## src/rtl/entry_pkg.sv

```systemverilog
// entry_pkg: shared types and width helpers for the entry sequencer.
//   state_t    : controller state (ENTRY / CONVERT / SHOW)
//   NIBBLE_W   : bits per hex digit
//   COUNT_W    : width of the digit counter (holds 0..8)
//   cnt_w()    : counter width able to hold the values 0..n-1
//   operand_w(): operand width for a given number of digits
package entry_pkg;

  localparam int NIBBLE_W = 4;
  localparam int COUNT_W  = 4;

  typedef enum logic [1:0] {
    ENTRY   = 2'd0,
    CONVERT = 2'd1,
    SHOW    = 2'd2
  } state_t;

  function automatic int cnt_w(input int n);
    if (n <= 2) return 1;
    return $clog2(n);
  endfunction

  function automatic int operand_w(input int digits);
    return NIBBLE_W * digits;
  endfunction

endpackage

```

## src/rtl/entry_sequencer_button_debounce.sv

```systemverilog
// button_debounce: conditions one raw push button.
//   clk   : system clock
//   rst_n : asynchronous active-low reset
//   btn   : raw, bouncy, asynchronous button level (active-high)
//   press : one-cycle pulse on each accepted 0->1 change of the debounced level
// The debounced level only follows the synchronised input once it has
// disagreed for DEBOUNCE_CYCLES consecutive cycles; any agreeing cycle
// restarts the count.
module button_debounce
  import entry_pkg::*;
#(
  parameter int DEBOUNCE_CYCLES = 1000000
) (
  input  logic clk,
  input  logic rst_n,
  input  logic btn,
  output logic press
);

  localparam int CW = cnt_w(DEBOUNCE_CYCLES);
  localparam logic [CW-1:0] CNT_LAST = CW'(DEBOUNCE_CYCLES - 1);

  logic          sync_p0;
  logic          sync_p1;
  logic          level;
  logic          level_d;
  logic [CW-1:0] cnt;

  always_ff @(posedge clk or negedge rst_n) begin
    if (!rst_n) begin
      sync_p0 <= 1'b0;
      sync_p1 <= 1'b0;
      level   <= 1'b0;
      level_d <= 1'b0;
      cnt     <= '0;
    end else begin
      // stage p0/p1: two-flop synchroniser
      sync_p0 <= btn;
      sync_p1 <= sync_p0;
      // stable-count filter on the synchronised level
      level_d <= level;
      if (sync_p1 != level) begin
        if (cnt == CNT_LAST) begin
          level <= sync_p1;
          cnt   <= '0;
        end else begin
          cnt <= cnt + CW'(1);
        end
      end else begin
        cnt <= '0;
      end
    end
  end

  assign press = level & ~level_d;

endmodule

```

## src/rtl/entry_sequencer.sv

```systemverilog
// entry_sequencer: front-end controller between buttons/switches and the
// IEEE754 conversion/display datapath.
//   clk100mhz   : system clock
//   reset       : asynchronous active-low reset
//   switches    : hex digit to enter (asynchronous)
//   enter       : raw button, appends the switch digit to the operand
//   confirm     : raw button, launches a conversion once all digits are in
//   conv_done   : one-cycle pulse from the converter
//   operand     : assembled value, first digit most significant
//   digit_count : digits entered so far (0..DIGITS)
//   conv_start  : one-cycle launch pulse
//   show_result : 1 = display converter result, 0 = display entry buffer
//   busy        : waiting for conv_done
//   conv_error  : sticky timeout flag
module entry_sequencer
  import entry_pkg::*;
#(
  parameter int DIGITS          = 4,
  parameter int DEBOUNCE_CYCLES = 1000000,
  parameter int TIMEOUT_CYCLES  = 1024
) (
  input  logic                       clk100mhz,
  input  logic                       reset,
  input  logic [3:0]                 switches,
  input  logic                       enter,
  input  logic                       confirm,
  input  logic                       conv_done,
  output logic [NIBBLE_W*DIGITS-1:0] operand,
  output logic [COUNT_W-1:0]         digit_count,
  output logic                       conv_start,
  output logic                       show_result,
  output logic                       busy,
  output logic                       conv_error
);

  localparam int OP_W = operand_w(DIGITS);
  localparam int TO_W = cnt_w(TIMEOUT_CYCLES);
  localparam logic [TO_W-1:0]    TO_LAST = TO_W'(TIMEOUT_CYCLES - 1);
  localparam logic [COUNT_W-1:0] FULL    = COUNT_W'(DIGITS);

  logic [3:0]         sw_p0;
  logic [3:0]         sw_p1;
  logic               enter_evt;
  logic               confirm_evt;
  state_t             state;
  state_t             state_next;
  logic [OP_W-1:0]    operand_next;
  logic [COUNT_W-1:0] count_next;
  logic               start_next;
  logic               busy_next;
  logic               show_next;
  logic               error_next;
  logic [TO_W-1:0]    tcnt;
  logic [TO_W-1:0]    tcnt_next;

  button_debounce #(.DEBOUNCE_CYCLES(DEBOUNCE_CYCLES)) u_enter (
    .clk   (clk100mhz),
    .rst_n (reset),
    .btn   (enter),
    .press (enter_evt)
  );

  button_debounce #(.DEBOUNCE_CYCLES(DEBOUNCE_CYCLES)) u_confirm (
    .clk   (clk100mhz),
    .rst_n (reset),
    .btn   (confirm),
    .press (confirm_evt)
  );

  always_comb begin
    state_next   = state;
    operand_next = operand;
    count_next   = digit_count;
    start_next   = 1'b0;
    busy_next    = busy;
    show_next    = show_result;
    error_next   = conv_error;
    tcnt_next    = tcnt;
    case (state)
      ENTRY: begin
        // confirm outranks enter only when the operand is complete
        if (confirm_evt && (digit_count == FULL)) begin
          state_next = CONVERT;
          start_next = 1'b1;
          busy_next  = 1'b1;
          tcnt_next  = '0;
        end else if (enter_evt && (digit_count < FULL)) begin
          operand_next = {operand[OP_W-NIBBLE_W-1:0], sw_p1};
          count_next   = digit_count + COUNT_W'(1);
          error_next   = 1'b0;
        end
      end
      CONVERT: begin
        // button events are dropped here; a done pulse wins over timeout
        if (conv_done) begin
          state_next = SHOW;
          busy_next  = 1'b0;
          show_next  = 1'b1;
        end else if (tcnt == TO_LAST) begin
          state_next = ENTRY;
          busy_next  = 1'b0;
          error_next = 1'b1;
        end else begin
          tcnt_next = tcnt + TO_W'(1);
        end
      end
      SHOW: begin
        // enter starts a fresh operand; the press itself stores no digit
        if (enter_evt) begin
          state_next   = ENTRY;
          operand_next = '0;
          count_next   = '0;
          show_next    = 1'b0;
          error_next   = 1'b0;
        end else if (confirm_evt) begin
          state_next = CONVERT;
          start_next = 1'b1;
          busy_next  = 1'b1;
          tcnt_next  = '0;
        end
      end
      default: state_next = ENTRY;
    endcase
  end

  always_ff @(posedge clk100mhz or negedge reset) begin
    if (!reset) begin
      sw_p0       <= '0;
      sw_p1       <= '0;
      state       <= ENTRY;
      operand     <= '0;
      digit_count <= '0;
      conv_start  <= 1'b0;
      busy        <= 1'b0;
      show_result <= 1'b0;
      conv_error  <= 1'b0;
      tcnt        <= '0;
    end else begin
      // stage p0/p1: switch synchroniser
      sw_p0       <= switches;
      sw_p1       <= sw_p0;
      // controller state
      state       <= state_next;
      operand     <= operand_next;
      digit_count <= count_next;
      conv_start  <= start_next;
      busy        <= busy_next;
      show_result <= show_next;
      conv_error  <= error_next;
      tcnt        <= tcnt_next;
    end
  end

endmodule

```

## config.mk

```make
export PLATFORM = sky130hd
export DESIGN_NAME = entry_sequencer
export DESIGN_NICKNAME = d
export VERILOG_FILES = /design/src/rtl/entry_pkg.sv /design/src/rtl/entry_sequencer_button_debounce.sv /design/src/rtl/entry_sequencer.sv
export SDC_FILE = /design/constraint.sdc
export NUM_CORES = 1
export LEC_CHECK = 0
export BUFFER_PORTS_ARGS = -buffer_cell sky130_fd_sc_hd__clkbuf_2
export CORE_MARGIN = 2
export CORE_UTILIZATION = 40
export CTS_CLUSTER_SIZE = 40
export DETAILED_ROUTE_END_ITERATION = 8
export PLACE_DENSITY = 0.61
export SLEW_MARGIN = 20
export SYNTH_ARGS = -nofsm -noshare
export SYNTH_HDL_FRONTEND = slang
export SYNTH_SLANG_ARGS = --single-unit
export TNS_END_PERCENT = 1
```

## constraint.sdc

```tcl
create_clock -name clk100mhz -period 2.9 [get_ports clk100mhz]
set_input_delay 0.58 -clock clk100mhz [delete_from_list [all_inputs] [get_ports clk100mhz]]
set_output_delay 0.58 -clock clk100mhz [all_outputs]
set_load 0.005 [all_outputs]
```

==> out/results.txt, run 1 <==
The total via count after detailed routing came out at 2976. The average wire per standard cell came out at 13.0 µm. The worst path arrival time is 2.37 ns, and the xor/xnor cell area share of the yosys netlist is 6.08%. The net switching share of the total power is 25.7%, and the post-cts repair resize count is 0. The run gives 0.812 as the placer congestion estimate. The repair_antennas step left the layout with diodes totalling 0. Flip-flop cell with the highest count after synthesis: dfrtp_1.

Counting distinct cell types in the post-synthesis netlist gives 51. The run gives 40.8% as the starting density of the core. The floorplan step defined a core boundary enclosing 10200 µm².

The synthesized netlist devotes 23.8% of its cell area to simple gates. Entering global routing, the biggest net connects 51 pins. The logs give 573 µW for the switching power total and 4730 µm² for the area of all placed cells without fillers. Cells with a size suffix above 1 make up 17.2% of the layout. The H-tree depth reported by CTS was 3; the maximum fanout along the worst path was 28.

The remaining antenna violation count is 0, and the number of enable flip-flop cells after synthesis is 0. The clock sink count is 92, and the internal portion of total power is 1.65 mW. When the netlist entered floorplanning its net count stood at 416. Counting flops with an async set or reset pin after synthesis yields a share of 100%. After synthesis, the largest family of logic cells by area is simple AND/OR/NAND/NOR gates. The synthesized netlist devotes 9.97% of its cell area to compound gates.

The final number of setup-violating endpoints was 0; the average footprint of a synthesized cell was 10.4 µm². During I/O placement, the number of pins put on the boundary was 33. The logs give 2.00 nW for the cell leakage power and 0 for the leftover overflow at the end of global routing. Final number of hold-violating endpoints: 0. Clock latency on the worst-skew pair, taken at its later pin, is 0.37 ns.

The proportion of synthesized area in mux cells works out to 1.05%. The mean number of vias per cell is 5.14. The tools report the number of post-CTS setup repair buffers as 0. The cell row count is 37, and the number of antenna violations at the first check in global routing is 0. Power spread over the standard cell area amounts to 471 nW/µm². met2 is the most crowded layer.

Across the routed clock network, the largest skew measured is 0.0172 ns. The cell sitting at the root of the clock tree is a clkbuf_8. The share of synthesized cell area in full adder, half adder and majority cells was 1.50%; the worst ir drop on vdd was 0.256 mV.

For this run, global-route usage on met2 was measured as 23.2%. The horizontal extent of the die works out to 106 µm. Based on the critical path, the design can be clocked at up to 468 MHz. Setup repair after global routing left no endpoint under its margin. Once placement completed, the tool counted placed cells totaling 563. For met1 alone, demand over resource in global routing was 19.8%. TritonCTS built the clock tree. After clock tree synthesis, the clock-pin slew on the worst setup and hold paths is 0.10 ns. The first-pass GRT wire length is 13500 µm. STA classifies the critical path endpoint as a flop. In the global route stage, met3 resource usage came out at 4.54%.

The transition time at the pin with the least slew margin is 0.721 ns. The worst min-delay path class was primary input to async pin. Via count of the first global-routing pass: 2959. For the worst setup path, the data required time is 3.13 ns. In this run the tightest slew margin relative to its limit is 51.9%. Subtracting the final worst setup slack from the clock period gives 2.14 ns. The initial DRC count is 135, and the sum of routed wire length over all layers is 7520 µm. Buffers inserted to repair hold after CTS numbered 0.

The tools report the number of max-capacitance violations reported as 0. The mapped netlist covers 4180 µm². The run gives 579 as the post-route non-filler standard cell count.

From synthesis to final layout, the design area changed by 13.1%. In this run the vertical extent of the chip is 106 µm. Of the total power, the clock network draws 38.5%. For the number of iterations in the first detailed-routing pass, the log shows 4. STA classifies the critical path startpoint as a flop. Startpoint-to-endpoint class of the critical path: flop to flop. After synthesis, flip-flops and latches occupy 55.1% of the total area. The final clock period utilization by the worst path was 73.7%. During synthesis, Yosys emitted a total of 0 warnings. The DRC violations left came out at 0.

The CTS buffer count came out at 9. For the final routed database, the setup TNS stands at 0 ns. Synthesis inferred 92 register bits. The floorplan step defined a die boundary enclosing 11300 µm². The flow ran to the end, and the final reports show no timing, DRC or antenna violations. Sequential group share of total power: 58.7%. The logs give 0 for the number of max-slew violations in the final report and 452 for the number of nets in the layout.

In this run the tool buffered the top-level ports with 32 buffer cells. Combined global-route utilization of all metal layers: 14.8%. For the combinational share of power, the log shows 2.8%. The synthesized instance count was 402; the half-perimeter wire length after placement was 5040 µm. The logs give 2 for the number of buffers on the longest clock path and 4530 µm² for the post-place instance area.
power by group through the flow:
stage | registers, mW | clock network, mW | logic, mW
after global routing | 1.31 | 0.942 | 0.0725
after CTS | 1.31 | 0.891 | 0.0646
after detailed placement | 1.33 | 0 | 0.0645
after floorplan | 1.33 | 0 | 0.0214
final | 1.31 | 0.857 | 0.0613
after global placement | 1.33 | 0 | 0.0631
final timing paths:
| path | startpoint | endpoint | slack (ns) | cells past startpoint |
|---|---|---|---|---|
| worst max-delay path | state[1] | tcnt[5] | 0.76 | 4 |
| worst min-delay path | reset | conv_start | 0.19 | 1 |
| worst max register to register | state[1] | tcnt[5] | 0.76 | 4 |
| worst min register to register | sw_p0[0] | sw_p1[0] | 0.36 | 0 |
| max in group asynchronous | reset | u_confirm.cnt[9] | 2.05 | 2 |
| min in group clk100mhz | enter | u_enter.sync_p0 | 0.31 | 1 |
logic make-up after synthesis:
family	count (synthesis)
xor gates and xnor gates	29
muxes	4
adders and majority gates	5
AOI/OAI and AO/OA	68
DFF	92
buffers and inverters	27
and+or+nand+nor	177
per-layer routing:
| layer | share of wire (%) | up-vias |
|---|---|---|
| li1 | - | 1488 |
| met1 | 50 | 1430 |
| met2 | 45 | 48 |
| met3 | 3.9 | 10 |
| met4 | 1.3 | 0 |
| met5 | 0 | - |
cells in the final DEF, fill, tap and decap left out, types with 2 or more instances in the layout:
cell        netlist  routed
nor2_1           36      36
a41oi_1           2       2
xnor2_1          20      20
clkbuf_8          0       9
o31ai_1           6       4
xor2_1            9       9
nand2b_1         21      21
buf_4             0       5
and3_1            7       7
or4_4             2       2
clkinvlp_4        0       2
nor4_1            9       9
dfrtp_1          92      92
mux2_2            3       3
nor3b_2           2       2
o31ai_2           2       4
and2_1            2       2
nor4b_1           2       2
nand4_1           9       9
or3_4             3       3
inv_8             0       2
a31oi_1           5       5
nor4bb_1          2       2
nand3_1          17      17
nand2_1          36      36
inv_1            15      15
clkinv_8          0       2
nand4b_1          4       4
a21oi_1          13      13
nor3_1           10      10
o21ai_0          28      28
a21oi_2           2       2
or3_1             4       4
or4_1             2       2
ha_1              5       5
clkbuf_2          0      31
worst max-delay path, stage by stage (launching register included):
cell      delay, ns
dfrtp_1        0.66
nor4bb_1       0.39
a21oi_1        0.11
o31ai_2        0.66
o221ai_1       0.18
per-stage QoR:
stage	hold WS, ns	total power, mW	setup slack [ns]	util, %
6_report	0.188	2.23	0.762	46.2
5_1_grt	0.208	2.33	0.479	46.2
4_1_cts	0.193	2.26	0.697	46.2
3_5_place_dp	0.337	1.40	0.716	44.2
3_3_place_gp	0.334	1.40	0.789	44.2
2_1_floorplan	0.284	1.35	1.11	-
layout make-up:
cell class                      count  area, µm²
Clock buffer                        9        124
Clock inverter                      7       78.8
Fill cell                         964       5500
Inverter                           15       56.3
Multi-Input combinational cell    283       1780
Sequential cell                    92       2300
Tap cell                          136        170
Timing Repair Buffer               37        213
Yosys cell counts, drive strengths merged, types with 3 or more instances:
master  number  area [µm²]
nand4       11        90.1
dfrtp       92        2300
nor3        10        50.1
inv         15        56.3
or3          8        66.3
o21ai       30         150
nor2        36         135
xnor2       20         175
nand2b      21         131
nor4         9        56.3
buf          4        20.0
o31ai        8        70.1
a21oi       15        82.6
ha           5        62.6
nand3       18        95.1
nand4b       4        35.0
xor2         9        78.8
nand2       36         135
clkbuf       8        30.0
and3         8        51.3
mux2         3        33.8
a31oi        5        31.3
or4          4        37.5
registers in the layout, summed over array words and instances, names as in the netlist:
name               flops
u_confirm.cnt         20
u_enter.cnt           20
operand               16
tcnt                  10
digit_count            4
sw_p0                  4
sw_p1                  4
state                  2
busy                   1
conv_error             1
conv_start             1
show_result            1
u_confirm.level        1
u_confirm.level_d      1
u_confirm.sync_p0      1
u_confirm.sync_p1      1
u_enter.level          1
u_enter.level_d        1
u_enter.sync_p0        1
u_enter.sync_p1        1
(Power assumes the default switching activity.)
==> run 2, diff against run 1 <==
- ABC_AREA: default -> 1
- clock period: 2.9 -> 2 ns (I/O delays scaled with it)
==> run 2 against run 1 <==
Against the previous run:
- wire length up 17%
- synthesized cell count grew 35%
- core utilization is 0.51 points lower
- clock power is 38% higher
- first-iteration DRC count rose by 110%
- clock skew fell by 0.0054 ns
- setup slack got worse by 0.42 ns
- register-to-register slack lost 0.42 ns
- cell count increased by 26%
- global-route usage increased by 1.3 points
- sequential share of layout area shrank 2.2 points
- critical path type unchanged
==> out/results.txt, run 2 <==
The core area was 10800 µm² (+6.0%). The sequential cell area is 2300 µm² (unchanged), and the register clock-pin slew on the reported worst setup and hold paths is 0.10 ns (about the same). The number of max-capacitance violations reported came out at 0 (unchanged). The synthesized instance count is 543 (+35%).

The commonest cells after synthesis are nand2_1, nor2_1, dfrtp_1. The flip-flop cell with the highest count after synthesis is dfrtp_1. For the number of nets in the layout, the log shows 599 (+33%). The worst hold path belongs to the class primary input to async pin.

Floorplan die height: 109 µm (+2.9%). The tree is rooted in a clkbuf_8. The power after layout is 3.16 mW (+42%). The post-cts hold buffer count came out at 0 (unchanged). The cell type with the largest total area after synthesis was dfrtp_1. The tools report the worst path arrival time as 1.97 ns (-0.40 ns). The run gives 8760 µm (+17%) as the sum of routed wire length over all layers. STA classifies the critical path startpoint as a flop. The number of post-CTS setup repair buffers was 0 (unchanged). In the post-synthesis netlist, the biggest area contributors are dfrtp_1, nand2_1, nor2_1. The portion of synthesized cell area occupied by the leading cell type is 51.9% (-3.2 points), and the cell leakage power is 2.30 nW (+15%). Most instantiated library cell after synthesis: nand2_1. The remaining antenna violation count was 0 (unchanged). The number of nets produced by synthesis came out at 557 (+34%). The final clock period utilization by the worst path was 82.9% (+9.2 points). The maximum fanout along the worst path was 15 (-46%); the cell row count was 38 (+2.7%). The DRC violations left was 0 (unchanged). The leftover overflow at the end of global routing is 0 (unchanged). The length of routed met2 wiring is 3960 µm (+18%), and the port buffer count is 32 (unchanged).

The startpoint-to-endpoint class of the critical path was flop to flop. The number of antenna violations at the first check in global routing came out at 0 (unchanged). For the post-cts repair resize count, the log shows 0 (unchanged).

The most frequent standard cell in the layout excluding fill and tap cells is nand2_1. The kind of end point of the critical path is a flop. Largest net degree at the start of global routing: 93 (+82%). In the layout the commonest cells are nand2_1, nor2_1, dfrtp_1.

The average footprint of a synthesized cell is 8.16 µm² (-21%). The number of enable flip-flop cells after synthesis was 0 (unchanged). The area used by multi-input combinational logic was 1880 µm² (+5.4%); the number of ports placed on the die boundary was 33 (unchanged). For the number of antenna diodes, the log shows 0 (unchanged).

The share of layout cells above drive strength 1 is 13.6% (-3.6 points). Source-to-sink clock delay at the later pin of the worst-skew pair: 0.37 ns (about the same). The largest registers in the layout are u_confirm.cnt x20, u_enter.cnt x20, operand x16. The logs give 9 (unchanged) for the CTS buffer count and 92 (unchanged) for the clock sink count. The mapped cell area is 4430 µm² (+6.1%), and the total routed wire length on the met1 layer is 4340 µm (+16%). The H-tree depth reported by CTS is 3 (unchanged), and the via count of the first global-routing pass is 3305 (+12%). The area growth from synthesis to layout is 11.8%. The tools report the final number of setup-violating endpoints as 0 (unchanged). Horizontal extent of the die: 109 µm (+2.9%). The flow ran to the end, and the final reports show no timing, DRC or antenna violations. For the core occupancy in the finished layout, the log shows 45.7% (-0.51 points). Aggregate negative setup slack: 0 ns (unchanged).

TritonCTS built the clock tree. The run gives 4950 µm² (+4.8%) as the area of all placed cells without fillers. The highest metal layer carrying signal wires in the routed design is met4.

Floorplan die area: 11900 µm² (+5.8%). The average wire per standard cell came out at 12.0 µm (-7.5%). For the initial DRC count, the log shows 278 (+110%). The final critical path time including I/O delays and setup came out at 1.66 ns (-0.480 ns). The number of flip-flops and latches in the synthesized netlist is 92 (unchanged), and the relative slew slack is 67.3% (+15 points). The final number of hold-violating endpoints was 0 (unchanged); the mean number of vias per cell was 4.78 (-6.9%). The number of warnings reported in the yosys synthesis log is 0 (unchanged), and the transition time at the pin with the least slew margin is 0.490 ns (-0.231 ns).

The first-pass GRT wire length was 15200 µm (+13%). For the sequential element share of the synthesized area, the log shows 51.9% (-3.2 points). The routed length on met3 was 305 µm (+3.7%).

The filler cell count is 1102 (+14%). The power per unit of standard cell area is 638 nW/µm² (+36%). The tools report the combined global-route utilization of all metal layers as 16.1% (+1.3 points). The half-perimeter wire length after placement was 6080 µm (+20%); the clock tree skew after final layout was 0.0118 ns (-0.00537 ns). The number of iterations in the first detailed-routing pass is 4 (unchanged), and the number of max-slew violations in the final report is 0 (unchanged). The post-place instance area was 4770 µm² (+5.5%); the highest clock rate was 603 MHz (+29%). The tools report the placer congestion estimate as 0.839 (+3.4%). The number of buffers on the longest clock path is 2 (unchanged), and the pre-CTS setup slack is 0.358 ns (-0.358 ns). The required time of the worst setup path was 2.31 ns (-0.82 ns). The worst-case setup margin in the final layout is 0.342 ns (-0.420 ns), and the count of unique library cells instantiated by Yosys is 28 (-45%). For the starting density of the core, the log shows 40.9% (+0.047 points). The share of flip-flops with an asynchronous set or reset after synthesis is 100% (unchanged), and the total via count after detailed routing is 3492 (+17%).

The tools report the worst ir drop on vdd as 0.290 mV (+13%). Setup repair after global routing left no endpoint under its margin.
[run 2: cell types whose count changed after synthesis, sizes merged, moves of 9 or more]
cell | before | now
nor4 | 9 | 0
nand3 | 18 | 56
nand2b | 21 | 0
nor2 | 36 | 110
inv | 15 | 52
nand2 | 36 | 136
[run 2: per-stage QoR]
stage	hold slack, ns	std cells
4_1_cts	0.0770	730
3_5_place_dp	0.335	714
6_report	0.0449	730
3_3_place_gp	0.333	714
5_1_grt	0.0823	730
2_1_floorplan	0.104	543
[run 2: layout make-up]
type,count,area share [%]
sequential,92,46.5
clock inverter,6,0.884
timing repair buffer,37,4.29
clock buffer,10,2.78
multi-input combinational,391,38.0
inverter,54,4.09
tap,140,3.54
[run 2: routing by layer]
| metal | track usage, % | vias up |
|---|---|---|
| li1 | - | 1804 |
| met1 | 21.4 | 1618 |
| met2 | 25.5 | 55 |
| met3 | 3.11 | 15 |
| met4 | 7.23 | 0 |
| met5 | 0 | - |
[run 2: worst max-delay path: stages, from the launching register on]
cell	delay [ns]
dfrtp_1	0.39
inv_1	0.08
ha_1	0.20
nand2_1	0.06
nor2_1	0.05
nand3_2	0.09
nand2_2	0.09
nor2_4	0.27
buf_4	0.22
nand3_1	0.07
nand2_1	0.07
[run 2: power breakdown]
part | total [mW] | leakage (nW) | switching, mW | internal [mW]
logic | 0.0898 | 0.973 | 0.0658 | 0.0240
clock network | 1.18 | 0.0935 | 0.686 | 0.495
registers | 1.89 | 1.24 | 0.0114 | 1.88
[run 2: cell families (layout without fill, tap and decap cells)]
family                     after synthesis  in the layout  share of synthesized area, %
xor gates and xnor gates                25             25                          4.94
AOI/OAI and AO/OA                       40             40                          4.74
and+or+nand+nor                        321            321                          31.3
adders and majority gates                5              5                          1.41
buffers and inverters                   60            107                          5.64
DFF                                     92             92                          51.9
[run 2: worst paths after layout]
path	start	end	cells past startpoint	slack [ns]
setup / recovery	digit_count[0]	operand[14]	10	0.34
hold / removal	reset	operand[11]	2	0.04
setup reg to reg	digit_count[0]	operand[14]	10	0.34
hold reg to reg	u_confirm.sync_p0	u_confirm.sync_p1	0	0.35
max in group asynchronous	reset	u_enter.sync_p1	2	1.56
min in group clk100mhz	switches[3]	sw_p0[3]	1	0.13
==> run 3, diff against run 2 <==
- PLACE_DENSITY: 0.61 -> 0.63
- clock period: 2 -> 1.4 ns (I/O delays scaled with it)
==> run 3 against run 2 <==
Against the previous run:
- the run now ends with negative setup slack left
- critical path depth unchanged
- combinational power increased by 85%
- via count increased by 6.8%
- maximum frequency increased by 10%
- worst hold slack got worse by 0.023 ns
- first-iteration DRC count decreased by 29%
==> out/results.txt, run 3 (same netlist as run 2, synthesis figures left out) <==
The total buffers and inverters traversed by the critical path works out to 2 (unchanged). The tools report the number of iterations in the first detailed-routing pass as 4 (unchanged). The tools report the DRC violations left as 0 (unchanged). The tools report the area of all placed cells without fillers as 5560 µm² (+12%). The sum of routed wire length over all layers was 9520 µm (+8.7%). The peak per-stage delay on the critical path works out to 0.41 ns (+0.02 ns). The clock sink count was 92 (unchanged); the required time of the worst setup path was 1.70 ns (-0.61 ns). Aggregate negative setup slack: -1.46 ns (-1.46 ns). The core occupancy in the finished layout is 51.3% (+5.6 points).

The number of buffers on the longest clock path was 2 (unchanged). For the via count of the first global-routing pass, the log shows 3736 (+13%). The number of antenna violations at the first check in global routing came out at 0 (unchanged). Worst-case setup margin in the final layout: -0.105 ns (-0.448 ns). The tools report the placer congestion estimate as 0.884 (+5.3%). For the number of nets in the layout, the log shows 646 (+7.8%).

Total via count after detailed routing: 3731 (+6.8%). The most heavily used metal layer in global routing was met2. First-pass GRT wire length: 16600 µm (+9.6%). The largest net degree at the start of global routing came out at 41 (-56%). The transition time at the pin with the least slew margin is 0.410 ns (-0.0805 ns). The CTS buffer count is 9 (unchanged).

The remaining antenna violation count is 0 (unchanged), and the starting density of the core is 40.9% (unchanged). The run gives 0 (unchanged) as the leftover overflow at the end of global routing. The horizontal extent of the die is 109 µm (unchanged), and the number of max-slew violations in the final report is 0 (unchanged). The cell leakage power came out at 2.59 nW (+12%). The min-delay analysis places its worst path in the category primary input to flop. Met1 layer usage reported by global route: 22.4% (+1.0 points). For the initial DRC count, the log shows 196 (-29%). TritonCTS built the clock tree. The post-route non-filler standard cell count is 777 (+6.4%), and the maximum fanout along the worst path is 6 (-9). The port buffer count is 32 (unchanged), and the met3 track demand over resource in global routing is 3.65% (+0.54 points). The half-perimeter wire length after placement came out at 6520 µm (+7.2%). The floorplan die height works out to 109 µm (unchanged).

On the critical path the largest part of the delay comes from simple AND/OR/NAND/NOR gates. The flow ran to the end, but the final reports show violations. The number of placed instances, taps included was 751 (+5.2%).

The checks that failed: negative setup slack. Nature of the critical path startpoint: a flop. The signal on the critical path passes through inv_2 > ha_4 > nand2_4 > nor2_4 > nand3_4 > o21ai_4 > clkinv_4 > nand2_8 > nand2_1 > o21ai_1. The share of layout cells above drive strength 1 is 24.6% (+11 points), and the smallest hold slack is 0.0220 ns (-0.0229 ns). The tools report the kind of end point of the critical path as a flop.

The tools report the H-tree depth reported by CTS as 3 (unchanged). The floorplan die area was 11900 µm² (unchanged). The root buffer cell chosen for the clock tree is clkbuf_8.

The power per unit of standard cell area was 853 nW/µm² (+34%); the final critical path time including I/O delays and setup was 1.51 ns (-0.152 ns). For the relative slew slack, the log shows 72.7% (+5.4 points). For the combined global-route utilization of all metal layers, the log shows 17.4% (+1.3 points). The average wire per standard cell was 12.3 µm (+2.1%). The core area came out at 10800 µm² (unchanged). The run gives 1.80 ns (-0.17 ns) as the worst path arrival time. For the worst ir drop on vdd, the log shows 0.587 mV (+100%). For the final number of setup-violating endpoints, the log shows 28 (+28). The source-to-sink clock delay at the later pin of the worst-skew pair came out at 0.37 ns (about the same). The run gives 0 (unchanged) as the number of max-capacitance violations reported. The top cell types in the final layout, fill and taps aside, are nand2_1, nor2_1, dfrtp_1. From synthesis to final layout, the design area changed by 25.5%. The final clock period utilization by the worst path was 108% (+25 points). The run gives 664 MHz (+10%) as the highest clock rate. Startpoint-to-endpoint class of the critical path: flop to flop. The most frequent standard cell in the layout excluding fill and tap cells was nand2_1. Among all stages on the critical path, the largest delay is contributed by dfrtp_1. For the met2 layer usage reported by global route, the log shows 29.6% (+4.1 points). The filler cell count is 999 (-9.3%), and the register clock-pin slew on the reported worst setup and hold paths is 0.10 ns (about the same).

The cell row count was 38 (unchanged); the number of ports placed on the die boundary was 33 (unchanged). The largest registers in the layout are u_confirm.cnt x20, u_enter.cnt x20, operand x16. The clock tree skew after final layout is 0.0131 ns (+0.00127 ns), and the mean number of vias per cell is 4.80 (+0.38%). Setup repair after global routing could not meet its margin everywhere.

The post-place instance area is 5060 µm² (+5.9%), and the number of antenna diodes is 0 (unchanged). Final number of hold-violating endpoints: 0 (unchanged).
## run 3: cell types whose count changed in the layout (fill, tap and decap cells not counted), moves of 6 or more
| cell | before | now |
|---|---|---|
| nor2_4 | 2 | 12 |
| buf_4 | 5 | 43 |
| o21ai_0 | 26 | 17 |
| nand2_1 | 127 | 121 |
| nor2_1 | 99 | 92 |
| o21ai_1 | 3 | 10 |
## run 3: stage by stage
step / total power, mW / setup slack, ns
CTS: 4.81 / -0.0676
finish: 4.75 / -0.105
global placement: 2.91 / -0.132
global route: 4.96 / -0.207
floorplan: 2.80 / -0.0217
detailed placement: 2.92 / -0.203
## run 3: worst reg2reg max path, stage by stage, from the launching register on
cell and delay, ns:
dfrtp_1 0.41, inv_2 0.08, ha_4 0.14, nand2_4 0.05, nor2_4 0.13, nand3_4 0.12, o21ai_4 0.13, clkinv_4 0.16
nand2_8 0.12, nand2_1 0.05, o21ai_1 0.06
## run 3: final cells by class
| cell class | instances | area, µm² | share of cell area (%) |
|---|---|---|---|
| multi-input combinational | 395 | 2090 | 37.7 |
| inverter | 54 | 208 | 3.73 |
| clock inverter | 6 | 71.3 | 1.28 |
| tap | 140 | 175 | 3.15 |
| timing repair inverter | 1 | 5.00 | 0.0900 |
| clock buffer | 10 | 138 | 2.47 |
| sequential | 92 | 2310 | 41.5 |
| timing repair buffer | 79 | 564 | 10.1 |
## run 3: what timing repair did
action                                  CTS  global route
hold endpoints to repair                 26             0
hold buffers                              1             0
pin swaps                                 6            11
endpoints found under the setup margin   49            64
buffers inserted                          0             3
gates resized for setup                  10            55
cloned                                    2             4
## run 3: power by group
group	leakage [nW]	internal (mW)	switching (mW)
Sequential	1.23	2.69	0.0172
Clock	0.105	0.893	0.985
Combinational	1.25	0.0611	0.105
## run 3: metal layers
metal	vias up	share of wire (%)
li1	1907	-
met1	1745	47
met2	70	48
met3	9	4.0
met4	0	1.2
met5	-	0
## run 3: worst paths after layout
| check | startpoint | endpoint | slack [ns] | depth (start not counted) |
|---|---|---|---|---|
| worst max register to register | digit_count[1] | tcnt[7] | -0.11 | 10 |
| min in group asynchronous | reset | u_enter.cnt[15] | 0.42 | 2 |
| worst max-delay path | digit_count[1] | tcnt[7] | -0.11 | 10 |
| worst min register to register | u_enter.sync_p0 | u_enter.sync_p1 | 0.35 | 0 |
| max in group asynchronous | reset | digit_count[3] | 0.43 | 3 |
| worst min-delay path | confirm | u_confirm.sync_p0 | 0.02 | 1 |
